[src/rtl/clock_set_controller.sv]
// Time-set controller: RUN -> SET_HOUR -> SET_MIN -> SET_SEC -> COMMIT (one-cycle load) -> RUN.
// Define SET_TIMEOUT_EN to abort an idle edit back to RUN after TIMEOUT_CYCLES.
module clock_set_controller #(
  parameter int BLINK_HALF_CYCLES = 25_000_000,
  parameter int TIMEOUT_CYCLES    = 1_000_000_000
) (
  input  logic       i_clk,
  input  logic       i_reset,
  input  logic       i_btn_mode,
  input  logic       i_btn_up,
  input  logic       i_btn_down,
  input  logic [5:0] i_cur_hour,
  input  logic [5:0] i_cur_min,
  input  logic [5:0] i_cur_sec,
  output logic       o_run,
  output logic       o_load,
  output logic [5:0] o_hour,
  output logic [5:0] o_min,
  output logic [5:0] o_sec,
  output logic [1:0] o_edit_field,
  output logic [3:0] o_blank_mask
);
  localparam int BW = (BLINK_HALF_CYCLES > 1) ? $clog2(BLINK_HALF_CYCLES) : 1;
  localparam logic [BW-1:0] BLINK_LAST = BW'(BLINK_HALF_CYCLES - 1);

  typedef enum logic [2:0] {RUN, SET_HOUR, SET_MIN, SET_SEC, COMMIT} state_t;

  state_t        state, state_nxt;
  logic [5:0]    hour, min, sec;
  logic [BW-1:0] blink_cnt;
  logic          phase;
  logic          in_set, set_nxt, step, any_btn, timeout;

  assign in_set  = (state == SET_HOUR) || (state == SET_MIN) || (state == SET_SEC);
  assign set_nxt = (state_nxt == SET_HOUR) || (state_nxt == SET_MIN) || (state_nxt == SET_SEC);
  assign step    = i_btn_up ^ i_btn_down;
  assign any_btn = i_btn_mode | i_btn_up | i_btn_down;

  function automatic logic [5:0] bump(input logic [5:0] v, input logic [5:0] top, input logic up);
    if (up) return (v == top) ? 6'd0 : v + 6'd1;
    return (v == 6'd0) ? top : v - 6'd1;
  endfunction

`ifdef SET_TIMEOUT_EN
  localparam int TW = (TIMEOUT_CYCLES > 1) ? $clog2(TIMEOUT_CYCLES) : 1;
  logic [TW-1:0] idle_cnt;

  always_ff @(posedge i_clk) begin
    if (!i_reset) idle_cnt <= '0;
    else if (!in_set || any_btn || state_nxt != state) idle_cnt <= '0;
    else idle_cnt <= idle_cnt + TW'(1);
  end

  assign timeout = in_set && !any_btn && (idle_cnt == TW'(TIMEOUT_CYCLES - 1));
`else
  // Constant false; the comparison only keeps the parameter referenced.
  assign timeout = (TIMEOUT_CYCLES < 0);
`endif

  always_ff @(posedge i_clk) begin
    if (!i_reset) state <= RUN;
    else state <= state_nxt;
  end

  always_comb begin
    state_nxt = state;
    case (state)
      RUN:      if (i_btn_mode) state_nxt = SET_HOUR;
      SET_HOUR: if (timeout) state_nxt = RUN; else if (i_btn_mode) state_nxt = SET_MIN;
      SET_MIN:  if (timeout) state_nxt = RUN; else if (i_btn_mode) state_nxt = SET_SEC;
      SET_SEC:  if (timeout) state_nxt = RUN; else if (i_btn_mode) state_nxt = COMMIT;
      COMMIT:   state_nxt = RUN;
      default:  state_nxt = RUN;
    endcase
  end

  // Mode wins over up/down in the same cycle, so a step is taken only without mode.
  always_ff @(posedge i_clk) begin
    if (!i_reset) begin
      hour <= '0;
      min  <= '0;
      sec  <= '0;
    end else begin
      case (state)
        RUN: if (i_btn_mode) begin
          hour <= (i_cur_hour > 6'd23) ? 6'd0 : i_cur_hour;
          min  <= (i_cur_min  > 6'd59) ? 6'd0 : i_cur_min;
          sec  <= (i_cur_sec  > 6'd59) ? 6'd0 : i_cur_sec;
        end
        SET_HOUR: if (!i_btn_mode && step) hour <= bump(hour, 6'd23, i_btn_up);
        SET_MIN:  if (!i_btn_mode && step) min  <= bump(min,  6'd59, i_btn_up);
        SET_SEC:  if (!i_btn_mode && step) sec  <= bump(sec,  6'd59, i_btn_up);
        default: ;
      endcase
    end
  end

  always_ff @(posedge i_clk) begin
    if (!i_reset) begin
      blink_cnt <= '0;
      phase     <= 1'b0;
    end else if (!set_nxt || state_nxt != state || (in_set && step)) begin
      blink_cnt <= '0;
      phase     <= 1'b0;
    end else if (blink_cnt == BLINK_LAST) begin
      blink_cnt <= '0;
      phase     <= ~phase;
    end else begin
      blink_cnt <= blink_cnt + BW'(1);
    end
  end

  always_comb begin
    o_run        = (state == RUN);
    o_load       = (state == COMMIT);
    o_edit_field = 2'd0;
    o_blank_mask = 4'b0000;
    case (state)
      SET_HOUR: begin o_edit_field = 2'd1; if (phase) o_blank_mask = 4'b1100; end
      SET_MIN:  begin o_edit_field = 2'd2; if (phase) o_blank_mask = 4'b0011; end
      SET_SEC:  begin o_edit_field = 2'd3; if (phase) o_blank_mask = 4'b1100; end
      default: ;
    endcase
  end

  assign o_hour = hour;
  assign o_min  = min;
  assign o_sec  = sec;
endmodule

[config.mk]
export PLATFORM = sky130hd
export DESIGN_NAME = clock_set_controller
export DESIGN_NICKNAME = d
export VERILOG_FILES = /design/src/rtl/clock_set_controller.sv
export SDC_FILE = /design/constraint.sdc
export NUM_CORES = 1
export LEC_CHECK = 0
export ABC_AREA = 0
export CAP_MARGIN = 20
export CELL_PAD_IN_SITES_DETAIL_PLACEMENT = 0
export CELL_PAD_IN_SITES_GLOBAL_PLACEMENT = 1
export CORE_ASPECT_RATIO = 0.5
export CORE_MARGIN = 2
export CORE_UTILIZATION = 40
export DETAILED_ROUTE_END_ITERATION = 10
export GPL_TIMING_DRIVEN = 0
export PLACE_DENSITY = 0.82
export SETUP_SLACK_MARGIN = 0.5
export SYNTH_ARGS = -nofsm -noshare
export SYNTH_HDL_FRONTEND = slang
export SYNTH_SLANG_ARGS = --single-unit
[constraint.sdc]
create_clock -name i_clk -period 2.09 [get_ports i_clk]
set_input_delay 0.3135 -clock i_clk [delete_from_list [all_inputs] [get_ports i_clk]]
set_output_delay 0.3135 -clock i_clk [all_outputs]
set_load 0.05 [all_outputs]
==> reports/qor.yml <==
status:
  status: "completed"
yosys:
  yosysSeqAreaShare_pct: 29.7
  synth_seq_cells: 47
  async_flop_share_pct: 0
  syn_nets: 446
  syn_area_per_cell_sq_um: 7.66
  synthCells: 413
  yosysWarnings: 0
  yosysUniqueCellTypes: 59
  synth_edf_count: 0
  syn_area_sq_um: 3170
  yosys_most_used_dff: "dfxtp_1"
critical_path:
  cp_data_required_time_ns: 1.78
  reg2reg_from: "blink_cnt[17]"
  slowest_stage: "dfxtp_2"
  r2r_end: "blink_cnt[2]"
  cp.arrival_ns: 1.44
  critPathKind: "register to output port"
  worstSetupEndpointType: "output port"
  start_kind: "register"
  slowest_delay_ns: 0.34
  r2r_slack_ns: 0.34
  cp_common_cell: "buf_8"
  crit_fanout: 5
  worstRegToRegCells: 8
  cp_cell_sequence: "buf_6, nor3b_4, and2_4, buf_8, buf_8"
run:
  maxCapViolations: 0
power_and_ir_drop:
  p_leak_nw: 1.80
  powerDensity_nw_per_um2: 589
  max-vdd-ir-drop_mv: 0.348
detailed_routing:
  ant_nets: 0
  dr_total_vias: 3390
  wl_per_cell_microns: 15.8
  dr.pass1.iters: 5
  drt_iter0_markers: 258
  drc_errors: 0
  viasPerCell: 5.47
  wirelength_mm: 9.79
layout:
  fin_nets: 544
  layout_commonest_cell: "nand2_1"
  diodes: 0
  fin_util_pct: 65.3
  regArea_sq_um: 993
  fill_cells: 639
  multi_input_area_sq_um: 2480
  final_cell_mix: "nand2_1, nor2_1, buf_4"
  drive_gt1_share_pct: 39.6
  syn2layout_area_growth_pct: 54.5
global_route:
  grt_pass1_wl_mm: 15.6
  grt_max_degree: 16
  overflow: 0
  antenna_found_initial: 0
  gr-usage-all-layers_pct: 22.7
  first_global_vias: 3324
clock_network:
  cts_tree: "done"
  clk_latency_ns: 0.29
  clock-sinks: 47
  clk_pin_slew_ns: 0.07
  cts_max_level: 2
  clock_path_buffers: 2
  cts-root-buf: "clkbuf_16"
  cts_hold_buffers: 0
  cts_made_buffers: 5
floorplan:
  initial_utilization_pct: 42.3
  die_height_microns: 66.9
  coreArea_sq_um: 7490
  die-width_microns: 130
  num_rows: 22
  io-pin-count: 49
  die_area_sq_um: 8680
sta:
  timing.hold.ws_ns: 0.436
  max_clock_freq_ghz: 0.570
  setup_viol: 0
  tightest_slew_ns: 0.668
  rsz0062_at_grt: "yes"
  finClkSkew_ns: 0.00783
  final.min_clock_period_ns: 1.75
  maxSlewHeadroom_pct: 55.5
  final_max_slew_viol_count: 0
  finalSetupTns_ns: 0
  timing.final.crit_share_pct: 83.9
  hold_viol: 0
place:
  dp_hpwl_mm: 6.25
  globalplace.congestion: 0.856
  port_buffers: 47
hold_path:
  whs_path_depth: 1
  min_to: "blink_cnt[0]"
  min_from: "blink_cnt[0]"
  hold_class: "register to register"
per-stage QoR:
| stage | power (mW) | area (sq um) | setup slack [ns] | cells |
|---|---|---|---|---|
| 2_1_floorplan | 1.62 | 3310 | 0.358 | 413 |
| 3_3_place_gp | 1.84 | 3920 | -0.294 | 568 |
| 3_5_place_dp | 1.87 | 3920 | -0.318 | 568 |
| 4_1_cts | 2.75 | 4450 | 0.311 | 600 |
| 5_1_grt | 3.03 | 4890 | 0.216 | 620 |
| 6_report | 2.88 | 4890 | 0.336 | 620 |
layout make-up:
cell class	count	area share [%]
inverter	13	1.20
tap	108	2.76
buffer	25	4.53
clock buffer	6	2.63
clock inverter	2	0.358
multi-input combinational	328	50.7
sequential	47	20.3
timing repair buffer	91	17.5
cells in the mapped netlist (3+ instances only):
| library cell | count | area share [%] |
|---|---|---|
| a41oi_1 | 3 | 0.83 |
| a211oi_1 | 6 | 1.4 |
| nor2_1 | 56 | 6.6 |
| clkbuf_1 | 13 | 1.5 |
| ha_1 | 10 | 4.0 |
| nor3b_1 | 4 | 0.95 |
| a221oi_1 | 6 | 1.7 |
| or3_1 | 3 | 0.59 |
| o21a_1 | 5 | 1.2 |
| buf_1 | 3 | 0.36 |
| o211ai_1 | 4 | 0.95 |
| nor3_1 | 15 | 2.4 |
| xnor2_1 | 18 | 5.0 |
| nand3_1 | 27 | 4.3 |
| or2_2 | 4 | 0.79 |
| a31oi_1 | 9 | 1.8 |
| xor2_1 | 18 | 5.0 |
| buf_4 | 4 | 0.95 |
| nand4_1 | 10 | 2.0 |
| and3_1 | 6 | 1.2 |
| a21oi_1 | 20 | 3.2 |
| nand2_1 | 37 | 4.4 |
| o31ai_1 | 3 | 0.71 |
| buf_6 | 3 | 1.1 |
| o21ai_0 | 12 | 1.9 |
| nand2b_1 | 3 | 0.59 |
| and2_1 | 5 | 0.99 |
| inv_1 | 13 | 1.5 |
| dfxtp_1 | 47 | 30 |
| nor2b_1 | 7 | 1.4 |
critical path: cells and delay by family (launching register included):
kind / cells / cell delay (ns)
buffers and inverters: 3 / 0.35
DFF: 1 / 0.34
and+or+nand+nor: 2 / 0.45
flip-flops by register name, indices dropped and copies added (netlist names):
register,flops
o_sec,6
phase,1
o_hour,6
state,3
blink_cnt,25
o_min,6
what timing repair did:
item	4_1_cts	5_1_grt
pin swaps	33	30
gates resized for setup	122	98
buffers inserted	20	20
cloned	4	0
setup endpoints to repair	69	53
routing by layer:
metal / GRT usage, % / wire (microns)
met5: 0 / 0
met3: 3.94 / 338
met2: 40.2 / 4890
met1: 29.0 / 4470
met4: 5.11 / 88
worst max-delay path by stage:
| stage | from | slack (ns) | to |
|---|---|---|---|
| finish | state[0] | 0.34 | o_blank_mask[1] |
| global route | blink_cnt[17] | 0.22 | blink_cnt[3] |
| CTS | state[2] | 0.31 | o_blank_mask[1] |
| detailed placement | i_btn_up | -0.32 | o_min[3] |
| global placement | state[2] | -0.29 | o_blank_mask[1] |
| floorplan | state[0] | 0.36 | o_blank_mask[3] |
power breakdown:
group	total (mW)	internal (mW)	switching (mW)
Clock	0.828	0.449	0.379
Sequential	0.999	0.941	0.0575
Combinational	1.05	0.450	0.604
cells by family (layout without fill, tap and decap cells):
kind of cell	count (synthesis)	in the layout	share of synthesized area [%]
DFF	47	47	29.7
adders and majority gates	10	10	3.95
AOI/OAI and AO/OA	92	92	19.8
xor gates and xnor gates	36	36	9.96
muxes	1	1	0.316
and+or+nand+nor	189	189	30.4
buffers and inverters	38	137	5.77
Power figures use the tool's default switching activity.
